==> config.mk <==
export PLATFORM = sky130hd
export DESIGN_NAME = pmn_seq_monitor
export DESIGN_NICKNAME = d
export VERILOG_FILES = /design/src/rtl/pmn_seq_monitor.sv
export SDC_FILE = /design/constraint.sdc
export NUM_CORES = 1
export LEC_CHECK = 0
export ABC_AREA = 0
export ABC_CLOCK_PERIOD_IN_PS = 4600
export CAP_MARGIN = 20
export CORE_ASPECT_RATIO = 0.75
export CORE_MARGIN = 10
export CORE_UTILIZATION = 40
export DETAILED_ROUTE_END_ITERATION = 10
export DONT_BUFFER_PORTS = 1
export GPL_TIMING_DRIVEN = 0
export SETUP_SLACK_MARGIN = 0.02
export SLEW_MARGIN = 20
export SYNTH_ARGS = -nofsm -noshare
export SYNTH_HDL_FRONTEND = slang
export SYNTH_SLANG_ARGS = --single-unit
==> constraint.sdc <==
create_clock -name clk -period 4.6 [get_ports clk]
set_input_delay 1.38 -clock clk [delete_from_list [all_inputs] [get_ports clk]]
set_output_delay 1.38 -clock clk [all_outputs]
set_load 0.01 [all_outputs]
==> src/rtl/pmn_seq_monitor.sv <==
// Monitors qualified {p,m,n} symbols for the overlapping sequence P,M,N,P,P,P.
// Counts matches and queues each match timestamp in a small FIFO for the host to drain.
module pmn_seq_monitor #(
    parameter int unsigned TS_W  = 16,
    parameter int unsigned CNT_W = 8,
    parameter int unsigned DEPTH = 4
) (
    input  logic                      clk,
    input  logic                      rst_b,
    input  logic                      clr,
    input  logic                      in_vld,
    input  logic                      p,
    input  logic                      m,
    input  logic                      n,
    output logic                      det,
    output logic [CNT_W-1:0]          match_cnt,
    output logic                      evt_vld,
    input  logic                      evt_rdy,
    output logic [TS_W-1:0]           evt_ts,
    output logic                      ovf,
    output logic [$clog2(DEPTH):0]    fifo_lvl
);

    localparam int unsigned PTR_W = $clog2(DEPTH);
    localparam int unsigned LVL_W = PTR_W + 1;

    typedef enum logic [2:0] {D0, D1, D2, D3, D4, D5} state_e;
    typedef enum logic [1:0] {SYM_X, SYM_P, SYM_M, SYM_N} sym_e;

    state_e             state_q;
    logic               det_q;
    logic [CNT_W-1:0]   match_cnt_q;
    logic [TS_W-1:0]    ts_q;
    logic [TS_W-1:0]    mem_q [DEPTH];
    logic [PTR_W-1:0]   wr_ptr_q;
    logic [PTR_W-1:0]   rd_ptr_q;
    logic [LVL_W-1:0]   lvl_q;
    logic               ovf_q;

    sym_e               sym_c;
    logic               match_c;
    logic               empty_c;
    logic               full_c;
    logic               pop_c;
    logic               wr_en_c;
    logic               drop_c;

    // One-hot patterns map to symbols; anything else breaks the sequence.
    always_comb begin
        sym_c = SYM_X;
        unique case ({p, m, n})
            3'b100:  sym_c = SYM_P;
            3'b010:  sym_c = SYM_M;
            3'b001:  sym_c = SYM_N;
            default: sym_c = SYM_X;
        endcase
    end

    assign match_c = in_vld & ~clr & (state_q == D5) & (sym_c == SYM_P);
    assign empty_c = (lvl_q == '0);
    assign full_c  = (lvl_q == LVL_W'(DEPTH));
    assign pop_c   = ~clr & ~empty_c & evt_rdy;
    assign wr_en_c = match_c & (~full_c | pop_c);
    assign drop_c  = match_c & full_c & ~pop_c;

    // Prefix-length FSM; each state is the longest matched prefix of the target.
    always_ff @(posedge clk or negedge rst_b) begin
        if (!rst_b) begin
            state_q <= D0;
            det_q   <= 1'b0;
        end else if (clr) begin
            state_q <= D0;
            det_q   <= 1'b0;
        end else begin
            det_q <= match_c;
            if (in_vld) begin
                unique case (state_q)
                    D0: state_q <= (sym_c == SYM_P) ? D1 : D0;
                    D1: state_q <= (sym_c == SYM_M) ? D2 : (sym_c == SYM_P) ? D1 : D0;
                    D2: state_q <= (sym_c == SYM_N) ? D3 : (sym_c == SYM_P) ? D1 : D0;
                    D3: state_q <= (sym_c == SYM_P) ? D4 : D0;
                    D4: state_q <= (sym_c == SYM_P) ? D5 : (sym_c == SYM_M) ? D2 : D0;
                    D5: state_q <= (sym_c == SYM_P) ? D1 : (sym_c == SYM_M) ? D2 : D0;
                    default: state_q <= D0;
                endcase
            end
        end
    end

    // Free-running timestamp, independent of clr and in_vld.
    always_ff @(posedge clk or negedge rst_b) begin
        if (!rst_b) begin
            ts_q <= '0;
        end else begin
            ts_q <= ts_q + TS_W'(1);
        end
    end

    // Saturating match counter.
    always_ff @(posedge clk or negedge rst_b) begin
        if (!rst_b) begin
            match_cnt_q <= '0;
        end else if (clr) begin
            match_cnt_q <= '0;
        end else if (match_c && (match_cnt_q != {CNT_W{1'b1}})) begin
            match_cnt_q <= match_cnt_q + CNT_W'(1);
        end
    end

    // Event FIFO; a push into a full FIFO is kept only when the head pops in the same cycle.
    always_ff @(posedge clk or negedge rst_b) begin
        if (!rst_b) begin
            for (int i = 0; i < int'(DEPTH); i++) begin
                mem_q[i] <= '0;
            end
            wr_ptr_q <= '0;
            rd_ptr_q <= '0;
            lvl_q    <= '0;
            ovf_q    <= 1'b0;
        end else if (clr) begin
            wr_ptr_q <= '0;
            rd_ptr_q <= '0;
            lvl_q    <= '0;
            ovf_q    <= 1'b0;
        end else begin
            if (wr_en_c) begin
                mem_q[wr_ptr_q] <= ts_q;
                wr_ptr_q        <= wr_ptr_q + PTR_W'(1);
            end
            if (pop_c) begin
                rd_ptr_q <= rd_ptr_q + PTR_W'(1);
            end
            if (wr_en_c && !pop_c) begin
                lvl_q <= lvl_q + LVL_W'(1);
            end else if (!wr_en_c && pop_c) begin
                lvl_q <= lvl_q - LVL_W'(1);
            end
            if (drop_c) begin
                ovf_q <= 1'b1;
            end
        end
    end

    assign det       = det_q;
    assign match_cnt = match_cnt_q;
    assign evt_vld   = ~empty_c;
    assign evt_ts    = mem_q[rd_ptr_q];
    assign ovf       = ovf_q;
    assign fifo_lvl  = lvl_q;

endmodule

==> results of run 1 <==
==> routing by layer <==
layer  track usage  up-vias  routed length, microns  part of all wire
li1              -     1262                       -                 -
met1        0.1604     1409                    4654              0.49
met2        0.1740       57                    4245              0.45
met3       0.03769        8                     491             0.052
met4       0.03689        0                      96             0.010
met5             0        -                       0                 0
==> power breakdown <==
group / total, uW / leakage [uW] / internal (uW) / switching (uW)
clock network: 748 / 0.000140 / 424 / 323
logic: 48.8 / 0.00104 / 20.7 / 28.1
registers: 886 / 0.00138 / 882 / 4.38
total: 1680 / 0.00256 / 1330 / 356
==> flip-flops by register name (all words and copies together) (netlist names) <==
name       cells
det            1
fifo_lvl       3
match_cnt      8
mem_q         64
ovf            1
rd_ptr_q       2
state_q        3
ts_q          16
wr_ptr_q       2
==> final timing paths <==
check | from | end | slack, ns | depth (start not counted)
min in group asynchronous | rst_b | mem_q[19]$_DFFE_PN0P_ | 0.74 | 0
worst min-delay path | mem_q[0]$_DFFE_PN0P_ | mem_q[0]$_DFFE_PN0P_ | 0.50 | 1
worst max-delay path | rd_ptr_q[1]$_DFFE_PN0P_ | evt_ts[7] | 1.02 | 3
max in group asynchronous | rst_b | match_cnt[1]$_DFFE_PN0P_ | 3.71 | 0
worst max register to register | state_q[1]$_DFFE_PN0P_ | fifo_lvl[2]$_DFFE_PN0P_ | 2.00 | 6
worst min register to register | mem_q[0]$_DFFE_PN0P_ | mem_q[0]$_DFFE_PN0P_ | 0.50 | 1
==> per-stage QoR <==
stage	total power [uW]	utilization
floorplan	941.2	-
global placement	950.8	0.4304
detailed placement	952.5	0.4304
CTS	1707	0.4554
global route	1751	0.4554
finish	1683	0.4554
==> critical path: stages, from the launching register on <==
cell and delay [ns]:
dfrtp_1 0.33, clkbuf_1 0.46, clkbuf_1 0.60, mux4_2 0.47
==> cells by family (layout without fill, tap and decap cells) <==
family                     Yosys count  count (layout)  share of synthesized area
DFF                                100             100                     0.5179
AOI/OAI and AO/OA                   30              30                    0.04195
adders and majority gates            7               7                    0.01968
and+or+nand+nor                     77              77                     0.1005
muxes                               83              83                     0.2610
xor gates and xnor gates            19              19                    0.03444
buffers and inverters               23              39                    0.02460
==> cell usage in the layout (no fill, tap or decap), drive strengths merged, types with 4 or more instances in the layout <==
cell,synthesis,layout
dfrtp,100,100
mux2,64,64
clkbuf,8,19
nand2,18,18
mux4,16,16
nor2,13,13
xnor2,12,12
inv,9,10
nand3,8,8
xor2,7,7
a21oi,7,7
o21ai,6,6
ha,6,6
buf,6,6
nand4,5,5
nor2b,4,4
and3,4,4
or3,4,4
a31oi,4,4
a211oi,4,4
==> layout make-up <==
| type | count | area, sq um | area share |
|---|---|---|---|
| clock buffer | 11 | 232.7 | 0.04368 |
| multi-input combinational | 216 | 2211 | 0.4150 |
| buffer | 14 | 85.08 | 0.01597 |
| clock inverter | 5 | 60.06 | 0.01127 |
| inverter | 9 | 33.78 | 0.006341 |
| tap | 162 | 202.7 | 0.03805 |
| sequential | 100 | 2502 | 0.4697 |
==> flow_metrics.py, run 1 <==
metrics = {
    "run_status": {
        "outcome": "completed",
    },
    "placed_design": {
        "gp_congestion": 0.7706,
        "place_hpwl_microns": 6369,
        "dp_cells": 501,
        "post_dp_cell_area_sq_mm": 0.005035,
        "io_buffers": 0,
        "place_worst_setup_slack_ns": 1.170,
    },
    "power_and_ir_drop": {
        "powerDensity_mw_per_mm2": 315.8,
        "ir_drop_uv": 193.7,
        "power.leakage_uw": 0.002561,
    },
    "clock_network": {
        "post-cts-setup-buffers": 0,
        "ctsResizeCount": 0,
        "numCtsBuffers": 9,
        "cts.sink_count": 100,
        "cts_max_level": 3,
        "clockRootBuffer": "clkbuf_16",
        "cts.clk_slew.worst_paths_ns": 0.07,
        "clock_latency_ns": 0.34,
        "cts_tree": "done",
        "clockBufferDepth": 2,
        "cts_hold_buffers": 0,
    },
    "floorplanning": {
        "fp.dieH_microns": 115.2,
        "core_sq_mm": 0.01170,
        "die_area_sq_mm": 0.01692,
        "core.rowCount": 34,
        "io_pins": 38,
        "initial_core_util": 0.4130,
        "fp.dieW_microns": 146.9,
    },
    "setup_path": {
        "path_class": "flip-flop to primary output",
        "required_ns": 3.22,
        "crit_fanout": 10,
        "crit_arrival_ns": 2.20,
        "end_kind": "primary output",
        "worst_setup_path_start_kind": "flip-flop",
    },
    "layout": {
        "final_nets": 365,
        "stdcell_area_sq_mm": 0.005328,
        "stdcell_count": 517,
        "area_growth_pct": 10.25,
        "fillerInstances": 1025,
        "final_layout_size_suffix_gt1_frac": 0.3155,
        "diodes": 0,
    },
    "global_routing": {
        "grt_usage": 0.1174,
        "grt_pass1_vias": 2804,
        "overflow": 0,
        "grt_max_degree": 101,
        "antenna_found_initial": 0,
        "grt_pass1_wl_microns": 15810,
    },
    "route": {
        "drtIter0Drc": 191,
        "post-route-drc-count": 0,
        "wirelength_microns": 9488,
        "via_per_inst": 5.292,
        "routed-via-count": 2736,
        "ant_nets": 0,
        "avgRoutedWirePerCell_microns": 18.35,
        "firstDrtPassIters": 4,
    },
    "synthesis": {
        "synth.largest_area_cell": "dfrtp_1",
        "ys_ff_latch": 100,
        "synth_area_leaders": "dfrtp_1 52%, mux2_4 12%, mux4_2 7.5%, mux2_2 5.6%, xnor2_1 2.2%",
        "async_flop_share": 1.000,
        "yosysUniqueCellTypes": 49,
        "ys.warnings.count": 0,
        "ys.flop_type": "dfrtp_1",
        "yosysMostFrequentCell": "dfrtp_1",
        "yosysSeqAreaShare": 0.5179,
        "syn_area_per_cell_sq_um": 14.25,
        "synth_edf_count": 0,
        "synth_fp_nets": 354,
        "synthTopCellsByCount": "100 x dfrtp_1, 40 x mux2_4, 24 x mux2_2, 16 x mux4_2, 14 x nand2_1",
        "syn-cell-area_sq_mm": 0.004832,
        "synth_top_area_share": 0.5179,
        "netlist_instances": 339,
    },
    "timing": {
        "fin_ws_ns": 1.022,
        "fin_setup_tns_ns": 0,
        "setup_viol": 0,
        "max_slew_margin": 0.5088,
        "tightest_slew_ns": 0.7182,
        "period_needed_ns": 3.578,
        "rsz0062_at_grt": "no",
        "holdWs_ns": 0.5038,
        "max_freq_mhz": 279.5,
        "skew_ns": 0.007518,
        "post-route-period-util": 0.7778,
        "slew_viol_final": 0,
        "finalHoldViolations": 0,
    },
    "flow_run": {
        "drv_cap": 0,
    },
    "worst_hold_path": {
        "hold_class": "flip-flop to flip-flop",
    },
}
Note: power is estimated with default switching activity, not from simulation.
==> inputs of run 2 (changes only) <==
--- a/config.mk
+++ b/config.mk
@@ -6,7 +6,7 @@
 export NUM_CORES = 1
 export LEC_CHECK = 0
 export ABC_AREA = 0
-export ABC_CLOCK_PERIOD_IN_PS = 4600
+export ABC_CLOCK_PERIOD_IN_PS = 3500
 export CAP_MARGIN = 20
 export CORE_ASPECT_RATIO = 0.75
 export CORE_MARGIN = 10
==> constraint.sdc (replaced) <==
create_clock -name clk -period 3.5 [get_ports clk]
set_input_delay 1.05 -clock clk [delete_from_list [all_inputs] [get_ports clk]]
set_output_delay 1.05 -clock clk [all_outputs]
set_load 0.01 [all_outputs]
==> results of run 2 <==
The final DEF is identical to that of run 1. Status: completed.
Main changes from that run: setup slack after placement 1.170 ns -> 0.3999 ns; setup slack after layout 1.022 ns -> 0.2521 ns; hold slack 0.5038 ns -> 0.4078 ns; register-to-register setup slack 2.00 ns -> 0.90 ns; total power 1683 uW -> 2211 uW; worst IR drop on VDD 193.7 uV -> 254.6 uV
